### config.mk
export PLATFORM = sky130hd
export DESIGN_NAME = serial_add_sub
export DESIGN_NICKNAME = d
export VERILOG_FILES = /design/src/rtl/serial_add_sub.sv
export SDC_FILE = /design/constraint.sdc
export NUM_CORES = 1
export LEC_CHECK = 0
export BUFFER_PORTS_ARGS = -buffer_cell sky130_fd_sc_hd__buf_2
export CORE_ASPECT_RATIO = 1.2
export CORE_UTILIZATION = 36
export DETAILED_ROUTE_END_ITERATION = 6
export SLEW_MARGIN = 0
export SYNTH_ARGS = -nofsm -noshare
export SYNTH_HDL_FRONTEND = slang
export SYNTH_SLANG_ARGS = --single-unit
### constraint.sdc
create_clock -name clk -period 1.7 [get_ports clk]
set_clock_uncertainty 0.05 [all_clocks]
set_input_delay 0.34 -clock clk [delete_from_list [all_inputs] [get_ports clk]]
set_output_delay 0.34 -clock clk [all_outputs]
set_load 0.005 [all_outputs]
### src/rtl/serial_add_sub.sv
// Digit-serial WIDTH-bit adder/subtractor: DIGIT bits per clock, LSB first, valid/ready on both sides.
// Optional macro SERIAL_ADD_SUB_SAT_EN replaces the sum with the signed saturation value on overflow.
module serial_add_sub #(
  parameter int WIDTH = 8,
  parameter int DIGIT = 1
) (
  input  logic             clk,
  input  logic             rst,
  input  logic             in_valid,
  output logic             in_ready,
  input  logic [WIDTH-1:0] a,
  input  logic [WIDTH-1:0] b,
  input  logic             cin,
  input  logic             sel,
  output logic             out_valid,
  input  logic             out_ready,
  output logic [WIDTH-1:0] sum,
  output logic             cout,
  output logic             ovf,
  output logic             zero
);

  localparam int N     = WIDTH / DIGIT;
  localparam int CNT_W = $clog2(N + 1);

  generate
    if (WIDTH < 2 || DIGIT < 1 || (WIDTH % DIGIT) != 0) begin : g_bad_cfg
      $error("serial_add_sub: DIGIT=%0d must divide WIDTH=%0d (WIDTH >= 2)", DIGIT, WIDTH);
    end
  endgenerate

  typedef enum logic [1:0] {
    IDLE = 2'd0,
    RUN  = 2'd1,
    DONE = 2'd2
  } state_e;

  state_e           state_q, state_d;
  logic [WIDTH-1:0] a_q, a_d;
  logic [WIDTH-1:0] b_q, b_d;
  logic [WIDTH-1:0] acc_q, acc_d;
  logic             carry_q, carry_d;
  logic [CNT_W-1:0] cnt_q, cnt_d;
  logic [WIDTH-1:0] sum_q, sum_d;
  logic             cout_q, cout_d;
  logic             ovf_q, ovf_d;
  logic             zero_q, zero_d;

  logic             accept;
  logic             last_step;
  logic [DIGIT:0]   dsum;
  logic [WIDTH-1:0] acc_next;
  logic [WIDTH-1:0] final_sum;
  logic             a_msb, b_msb, c_msb, ovf_now;

  assign accept    = (state_q == IDLE) && in_valid;
  assign last_step = (state_q == RUN) && (cnt_q == CNT_W'(N - 1));

  // ---------------------------------------------------------------- FSM
  // NOTE: sequential state always uses <= so every flop samples pre-edge values.
  always_ff @(posedge clk or posedge rst) begin
    if (rst) state_q <= IDLE;
    else     state_q <= state_d;
  end

  // NOTE: state_d gets a default before the case so no path infers a latch.
  always_comb begin
    state_d = state_q;
    case (state_q)
      IDLE:    if (accept)    state_d = RUN;
      RUN:     if (last_step) state_d = DONE;
      DONE:    if (out_ready) state_d = IDLE;
      default:                state_d = IDLE;
    endcase
  end

  always_comb begin
    in_ready  = (state_q == IDLE);
    out_valid = (state_q == DONE);
  end

  // ---------------------------------------------------------------- datapath
  assign dsum = {1'b0, a_q[DIGIT-1:0]} + {1'b0, b_q[DIGIT-1:0]} + {{DIGIT{1'b0}}, carry_q};

  // New digit enters at the top; after N steps the LSB digit has reached bit 0.
  assign acc_next = (acc_q >> DIGIT) | (WIDTH'(dsum[DIGIT-1:0]) << (WIDTH - DIGIT));

  // On the last step the low digit of each shifter holds the operand MSB;
  // the carry into the MSB is recovered from a ^ b ^ sum at that bit.
  assign a_msb   = a_q[DIGIT-1];
  assign b_msb   = b_q[DIGIT-1];
  assign c_msb   = a_msb ^ b_msb ^ dsum[DIGIT-1];
  assign ovf_now = c_msb ^ dsum[DIGIT];

`ifdef SERIAL_ADD_SUB_SAT_EN
  always_comb begin
    final_sum = acc_next;
    if (ovf_now) final_sum = a_msb ? {1'b1, {(WIDTH-1){1'b0}}} : {1'b0, {(WIDTH-1){1'b1}}};
  end
`else
  assign final_sum = acc_next;
`endif

  always_comb begin
    a_d     = a_q;
    b_d     = b_q;
    acc_d   = acc_q;
    carry_d = carry_q;
    cnt_d   = cnt_q;
    sum_d   = sum_q;
    cout_d  = cout_q;
    ovf_d   = ovf_q;
    zero_d  = zero_q;
    if (accept) begin
      a_d     = a;
      b_d     = sel ? ~b : b;
      carry_d = cin ^ sel;
      cnt_d   = '0;
      acc_d   = '0;
    end else if (state_q == RUN) begin
      a_d     = a_q >> DIGIT;
      b_d     = b_q >> DIGIT;
      acc_d   = acc_next;
      carry_d = dsum[DIGIT];
      cnt_d   = cnt_q + CNT_W'(1);
      if (last_step) begin
        sum_d  = final_sum;
        cout_d = dsum[DIGIT];
        ovf_d  = ovf_now;
        zero_d = (final_sum == '0);
      end
    end
  end

  always_ff @(posedge clk or posedge rst) begin
    if (rst) begin
      a_q     <= '0;
      b_q     <= '0;
      acc_q   <= '0;
      carry_q <= 1'b0;
      cnt_q   <= '0;
      sum_q   <= '0;
      cout_q  <= 1'b0;
      ovf_q   <= 1'b0;
      zero_q  <= 1'b0;
    end else begin
      a_q     <= a_d;
      b_q     <= b_d;
      acc_q   <= acc_d;
      carry_q <= carry_d;
      cnt_q   <= cnt_d;
      sum_q   <= sum_d;
      cout_q  <= cout_d;
      ovf_q   <= ovf_d;
      zero_q  <= zero_d;
    end
  end

  assign sum  = sum_q;
  assign cout = cout_q;
  assign ovf  = ovf_q;
  assign zero = zero_q;

endmodule

==> results.cfg, run 1 <==
[yosys]
synth-seq-area-share = 0.533
synth.avg_cell_area_um2 = 10.5
synth_cell_types = 34
synth.area.mux_share = 0.0715
synth_xor_area_frac = 0.0546
ys_warn_count = 0
yosys.area_share.simple = 0.190
synth-compound-area-share = 0.0839
syn-instance-count = 184
synthesis.nets = 208
synthAdderAreaFrac = 0.0169
synth_top_family_by_area = simple AND/OR/NAND/NOR gates
syn_area_mm2 = 0.00192
synth-seq-cells = 41

[cells_and_area]
finish.utilization = 0.443
layout.nets = 245
antennaDiodeCount = 0
final_cell_mix = nand2_1, dfrtp_1, buf_2, nand3_1, nor2_1
syn_to_final_growth_pct = 16.1
final_common_cell = nand2_1
drive_above_1_share = 0.284
fin_cells = 282

[timing]
hold_viol_final = 0
timing.final.setup_violations = 0
whs_ns = 0.0964
rsz0062_at_grt = no
fmax_ghz = 0.625
drv_slew = 0
finalCritPeriodShare = 0.942
relSlewSlack = 0.663
tns_ns = 0
worst_pin_slew_ns = 0.505
period_needed_ns = 1.60

[clock_network]
clock-sinks = 41
clk_pin_slew_ns = 0.08
cts.root.buffer_cell = clkbuf_8
cts_max_level = 2
clock_latency_ns = 0.30
cts_tree = yes
post-cts-setup-buffers = 0
clockBufferDepth = 2
numCtsBuffers = 5

[route]
first_iter_violations = 56
viasPerCell = 4.84
detail-route-antenna-nets = 0
drt_wl_total_um = 3580
vias = 1366
routedWlPerCell_um = 12.7
drt_pre_antenna_iters = 4
route.detailed.drc = 0

[floorplan]
die-area_mm2 = 0.00564
die_h_um = 82.1
die_w_um = 68.7
ios = 35
coreArea_mm2 = 0.00504
initial_utilization = 0.381
num_rows = 28

[setup_path]
crit_chain = ha_1 -> and3b_1 -> and2_4 -> mux2_2
path_class = reg2reg
arrival_ns = 1.74
max_stage_delay_ns = 0.39
crit_required_ns = 1.84
cp_slowest_cell = dfrtp_1
startpoint_type = register
path_buf_inv = 0
worstPathMaxFanout = 12
crit_family = simple AND/OR/NAND/NOR gates
endpoint_kind = register

[grt]
grt_pass1_wl_um = 6030
grt_antenna_before_repair = 0
grtUsageTotal = 0.147
grt_start_max_net_pins = 42
grt_pass1_vias = 1285
gr-total-overflow = 0

[pwr]
power.density_mw_per_mm2 = 1750
p_leak_nw = 1.11
finalPower_w = 0.00391
vdd_drop_max_uv = 713

[job]
cap_violations = 0

[placement]
gp_congestion = 0.739
dp_cells = 274
port_buffers = 34
hpwl_um = 2430

[worst_hold_path]
hp-class = in2async

[status]
status = completed
[final cells by class]
class                   count  area, µm²
multi-input cells         129        808
well taps                  60       75.1
inverters                   3       11.3
clock buffers               5       68.8
fillers                   513       2810
flip-flops and latches     41       1030
repair buffers             41        223
clock inverters             3       22.5
[logic make-up after synthesis]
| logic type | Yosys count |
|---|---|
| simple gates | 80 |
| mux | 10 |
| buf+inv | 14 |
| flops | 41 |
| fa+ha+maj | 2 |
| xor+xnor | 12 |
| compound gates | 25 |
[routing by layer]
metal	global-route usage	share of wire	wire [µm]
met1	0.194	0.50	1800
met2	0.220	0.44	1570
met3	0.0453	0.042	149
met4	0.0673	0.018	64
met5	0	0	0
[worst paths after layout]
path,start,endpoint,slack [ns],depth (start not counted)
hold reg to reg,a_q[3],a_q[3],0.43,2
min in group clk,a[7],a_q[7],0.18,3
max in group asynchronous,rst,cnt_q[1],1.15,3
setup reg to reg,cnt_q[0],sum[5],0.1,4
hold / removal,rst,sum[4],0.1,3
setup / recovery,cnt_q[0],sum[5],0.1,4
[report_power, final]
part / total [W] / switching (W) / internal (W)
combinational: 0.00154 / 0.000763 / 0.000778
clock: 0.000638 / 0.000350 / 0.000288
sequential: 0.00173 / 0.000325 / 0.00141
[cell usage after synthesis]
cell | n | area [µm²]
mux2_2 | 2 | 22.5
a21o_1 | 1 | 7.51
nor3b_1 | 1 | 7.51
nand3_1 | 10 | 50.1
xor2_1 | 7 | 61.3
dfrtp_1 | 41 | 1030
nor2_1 | 9 | 33.8
nor3b_2 | 1 | 12.5
buf_4 | 2 | 15.0
nor4_1 | 2 | 12.5
o21ai_0 | 5 | 25.0
buf_2 | 4 | 20.0
o21bai_1 | 1 | 7.51
fa_1 | 1 | 20.0
a21oi_1 | 2 | 10.0
and2_4 | 1 | 8.76
or3b_1 | 1 | 8.76
a31oi_1 | 7 | 43.8
nand2_1 | 49 | 184
a221o_1 | 1 | 10.0
a22oi_1 | 7 | 52.6
nor2b_4 | 1 | 13.8
clkbuf_2 | 1 | 5.00
nand2b_1 | 1 | 6.26
xnor2_1 | 5 | 43.8
nor2b_1 | 1 | 6.26
nand4_1 | 2 | 12.5
mux2_4 | 7 | 105
buf_6 | 4 | 45.0
and3b_1 | 1 | 8.76
o21ai_1 | 1 | 5.00
ha_1 | 1 | 12.5
inv_1 | 3 | 11.3
mux2i_1 | 1 | 10.0
[worst register-to-register path: cells and delay by family (launching register included)]
| family | cells | cell delay (ns) |
|---|---|---|
| multiplexers | 1 | 0.36 |
| AND/OR/NAND/NOR | 2 | 0.51 |
| flip-flops | 1 | 0.39 |
| adder cells (fa/ha/maj) | 1 | 0.19 |
[through the flow]
stage          setup slack [ns]  instance area (µm²)
3_3_place_gp              0.143                 2140
3_5_place_dp             0.0975                 2140
2_1_floorplan             0.148                 1920
6_report                 0.0988                 2230
5_1_grt                 0.00303                 2230
4_1_cts                  0.0839                 2230
[sequential cells by signal, summed over array words and instances (netlist names)]
signal,flops
a_q,8
b_q,8
sum,8
acc_q,7
cnt_q,4
state_q,2
carry_q,1
cout,1
ovf,1
zero,1
[what timing repair did]
| item | CTS | global route |
|---|---|---|
| endpoints found under the setup margin | 0 | 3 |
| hold buffers | 0 | 0 |
| resized for setup | 0 | 2 |
Note: power is estimated with default switching activity, not from simulation.
==> run 2, diff against run 1 <==
- ABC_AREA: unset -> 1
==> results.cfg, run 2 <==
[placement]
hpwl_um = 2530
port_buffers = 34
gp_congestion = 0.722
pre_cts_slack_ns = 0.141

[setup_path]
arrival_ns = 1.67
endpoint_kind = register
path_class = reg2reg
startpoint_type = register
r2r_start = a_q[0]
crit_required_ns = 1.85
worstPathMaxFanout = 5
reg2regPathDepth = 7
reg2reg_to = ovf
reg2reg_setup_slack_ns = 0.18

[floorplan]
num_rows = 29
coreArea_mm2 = 0.00526
die_w_um = 69.3
die_h_um = 82.7
initial_utilization = 0.372
ios = 35
die-area_mm2 = 0.00573

[timing]
fmax_ghz = 0.658
drv_slew = 0
relSlewSlack = 0.661
worst_pin_slew_ns = 0.508
period_needed_ns = 1.52
finalCritPeriodShare = 0.894
tns_ns = 0
rsz0062_at_grt = no
hold_viol_final = 0
finalWorstSetupSlack_ns = 0.179
timing.final.setup_violations = 0
whs_ns = 0.0998

[clock_network]
cts.root.buffer_cell = clkbuf_8
clk_pin_slew_ns = 0.08
cts_max_level = 2
clockBufferDepth = 2
clock_latency_ns = 0.30
clock-sinks = 41
numCtsBuffers = 5
cts_tree = yes

[route]
drt_wl_total_um = 3660
viasPerCell = 4.60
detail-route-antenna-nets = 0
route.detailed.drc = 0
vias = 1532
drt_pre_antenna_iters = 4
first_iter_violations = 54
routedWlPerCell_um = 11.0

[grt]
grt-busiest-layer = met2
met2_usage = 0.262
grt_start_max_net_pins = 42
grt_pass1_vias = 1511
gr-total-overflow = 0
grtUsageTotal = 0.151
use_met1 = 0.172
met3_usage = 0.0376
grt_pass1_wl_um = 6670
grt_antenna_before_repair = 0

[cells_and_area]
fill_cells = 524
syn_to_final_growth_pct = 19.3
antennaDiodeCount = 0
drive_above_1_share = 0.232
seq_area_mm2 = 0.00103
layout.nets = 294
finish.utilization = 0.443
final_cell_mix = nand2_1, dfrtp_1, buf_2, inv_1, nand3_1
multi_input_area_um2 = 776
final_common_cell = nand2_1

[yosys]
syn-instance-count = 232
synth.avg_cell_area_um2 = 8.43
syn_area_mm2 = 0.00196
synth-seq-cells = 41
yosysMostFrequentCell = nand2_1
ys_warn_count = 0
synth_top_cell_area_share = 0.525
synth_ff_type = dfrtp_1
synth_cell_types = 21
synth-seq-area-share = 0.525
ys_top_cells_by_count = nand2_1, dfrtp_1, inv_1, nand3_1, xnor2_1
ys_top_cells_by_area = dfrtp_1, nand2_1, xnor2_1
synth_enable_flop_cells = 0
synthesis.nets = 256
async_flop_share = 1.00
yosysTopAreaCell = dfrtp_1

[pwr]
power.density_mw_per_mm2 = 1790
vdd_drop_max_uv = 637
p_leak_nw = 1.23
finalPower_w = 0.00417

[status]
status = completed

[worst_hold_path]
hp-class = in2async

[job]
cap_violations = 0
## run 2: changes by cell type after synthesis, moves of 3 or more
cell,previous run,this run
mux2_4,7,0
o21ai_2,0,8
nand2_1,49,101
inv_1,3,18
xnor2_1,5,9
o21ai_0,5,8
xor2_1,7,1
inv_2,0,3
o22ai_1,0,6
a22oi_1,7,0
a31oi_1,7,0
## run 2: per-layer routing
metal  up-vias  share of wire
met1       708           0.47
met4         0          0.024
li1        791              -
met2        27           0.48
met3         6          0.035
met5         -              0
## run 2: power by group
group / internal, W / switching, W
logic: 0.000672 / 0.000958
registers: 0.00138 / 0.000229
clock network: 0.000583 / 0.000345
## run 2: final cells by class
type,instances,share of cell area
sequential,41,0.440
multi-input combinational,161,0.333
timing repair buffer,40,0.103
inverter,21,0.0338
tap,62,0.0333
clock buffer,5,0.0295
clock inverter,3,0.0279
## run 2: kinds of logic (layout without fill, tap and decap cells)
kind of cell,Yosys count,count (layout),synth area share
adder cells (fa/ha/maj),2,2,0.0166
buffers and inverters,30,69,0.0787
flip-flops,41,41,0.525
AO/OA/AOI/OAI,26,26,0.0883
AND/OR/NAND/NOR,123,123,0.247
XOR/XNOR,10,10,0.0448
## run 2: worst max-delay path by stage
stage               end  slack (ns)  startpoint  cells after the start
floorplan           ovf        0.22      a_q[0]                      7
global placement    ovf        0.17      a_q[0]                      7
detailed placement  ovf        0.14      a_q[0]                      7
CTS                 ovf        0.13      a_q[0]                      7
global route        ovf        0.05      a_q[0]                      7
finish              ovf        0.18      a_q[0]                      7
## run 2: critical path: stages, from the launching register on
cell     delay [ns]
dfrtp_1        0.44
fa_1           0.54
inv_2          0.12
nand2_1        0.06
nand2_1        0.05
nand2_1        0.05
nand3_1        0.07
nand2_1        0.04
## run 2: repair_timing
| action | 4_1_cts | 5_1_grt |
|---|---|---|
| hold buffers | 0 | 0 |
| hold endpoints to repair | 0 | 0 |
| gates resized for setup | 0 | 1 |
| setup endpoints to repair | 0 | 1 |
| setup buffers | 0 | 0 |
## run 2: metrics by stage
| stage | instances | cell area, µm² |
|---|---|---|
| floorplan | 232 | 1960 |
| global placement | 325 | 2200 |
| detailed placement | 325 | 2200 |
| CTS | 333 | 2330 |
| global route | 333 | 2330 |
| finish | 333 | 2330 |
==> run 3, diff against run 2 <==
- clock period: 1.7 -> 1.5 ns (I/O delays scaled with it)
==> results.cfg, run 3 (synthesized netlist as in run 2, its figures left out) <==
[setup_path]
crit_required_ns = 1.64
endpoint_kind = register
reg2regPathDepth = 7
worstPathMaxFanout = 5
arrival_ns = 1.64
reg2reg_setup_slack_ns = 0.005
path_class = reg2reg
startpoint_type = register

[floorplan]
die_w_um = 69.3
coreArea_mm2 = 0.00526
die_h_um = 82.7
initial_utilization = 0.372
ios = 35
die-area_mm2 = 0.00573
num_rows = 29

[clock_network]
clock-sinks = 41
clock_latency_ns = 0.29
clockBufferDepth = 2
cts_max_level = 2
post-cts-setup-buffers = 0
cts_tree = yes
numCtsBuffers = 5
cts.root.buffer_cell = clkbuf_8
hold_buffers = 0
clk_pin_slew_ns = 0.08

[grt]
met3_usage = 0.0291
grtUsageTotal = 0.145
use_met1 = 0.180
grt_start_max_net_pins = 42
gr-total-overflow = 0
grt_pass1_wl_um = 6380
grt-busiest-layer = met2
met2_usage = 0.245
grt_antenna_before_repair = 0
grt_pass1_vias = 1400

[cells_and_area]
syn_to_final_growth_pct = 19.8
multi_input_area_um2 = 781
drive_above_1_share = 0.249
layout.nets = 297
antennaDiodeCount = 0
fill_cells = 533
final_common_cell = nand2_1
final_cell_mix = nand2_1, dfrtp_1, buf_2, inv_1, nand3_1
seq_area_mm2 = 0.00103

[timing]
whs_ns = -0.00713
rsz0062_at_grt = yes
hold_viol_final = 2
fmax_ghz = 0.669
timing.final.setup_violations = 0
finalCritPeriodShare = 0.997
drv_slew = 0
tns_ns = 0
relSlewSlack = 0.813
period_needed_ns = 1.50
worst_pin_slew_ns = 0.280

[placement]
port_buffers = 34
hpwl_um = 2580
gp_congestion = 0.722

[route]
drt_pre_antenna_iters = 4
drt_wl_total_um = 3670
vias = 1526
detail-route-antenna-nets = 0
first_iter_violations = 82
routedWlPerCell_um = 11.0
viasPerCell = 4.56
route.detailed.drc = 0

[pwr]
vdd_drop_max_uv = 673
power.density_mw_per_mm2 = 1990
finalPower_w = 0.00466
p_leak_nw = 1.24

[job]
cap_violations = 0

[worst_hold_path]
hp-class = in2async

[status]
violations = negative hold slack
status = finished, violations left
run 3: cell count changes in the layout (fill, tap and decap cells not counted):
| cell | previous run | this run |
|---|---|---|
| buf_12 | 2 | 3 |
| nand2_2 | 2 | 4 |
| nand2_1 | 101 | 99 |
| buf_4 | 4 | 6 |
| inv_1 | 17 | 16 |
| bufinv_16 | 2 | 1 |
| inv_2 | 4 | 5 |
run 3: cell type report:
class,instances,share of cell area
flip-flops and latches,41,0.438
well taps,62,0.0331
repair buffers,43,0.118
inverters,21,0.0337
multi-input cells,161,0.333
clock buffers,5,0.0294
clock inverters,2,0.0150
run 3: metal layers:
layer  wire, µm  vias to the layer above
met1       1770                      691
met3        110                        6
met4         64                        0
li1           -                      799
met5          0                        -
met2       1730                       30
run 3: path summary, 6_finish.rpt:
path / to / start
max reg2reg: ovf / carry_q
min: sum[2] / rst
max in group asynchronous: cnt_q[3] / rst
max: ovf / carry_q
min reg2reg: sum[0] / sum[0]
min in group clk: state_q[1] / out_ready
run 3: repair_timing:
item,4_1_cts,5_1_grt
gates resized for setup,1,3
endpoints found under the hold margin,0,0
endpoints found under the setup margin,2,3
pin swaps,0,2
run 3: through the flow:
stage	area (µm²)	instances	setup WS (ns)	util
detailed placement	2230	328	-0.0257	0.424
global placement	2230	328	0.0248	0.424
CTS	2340	335	0.00224	0.444
finish	2340	335	0.00467	0.445
global route	2340	335	-0.102	0.445
floorplan	1960	232	0.0178	-
run 3: power by group:
group	switching [W]	internal, W
clock	0.000377	0.000484
sequential	0.000243	0.00156
combinational	0.00114	0.000852
total	0.00176	0.00290
run 3: critical path: stages, from the launching register on:
cell and delay, ns:
dfrtp_1 0.41, fa_1 0.53, inv_2 0.13, nand2_2 0.05
nand2_1 0.05, nand2_1 0.05, nand3_1 0.07, nand2_1 0.05
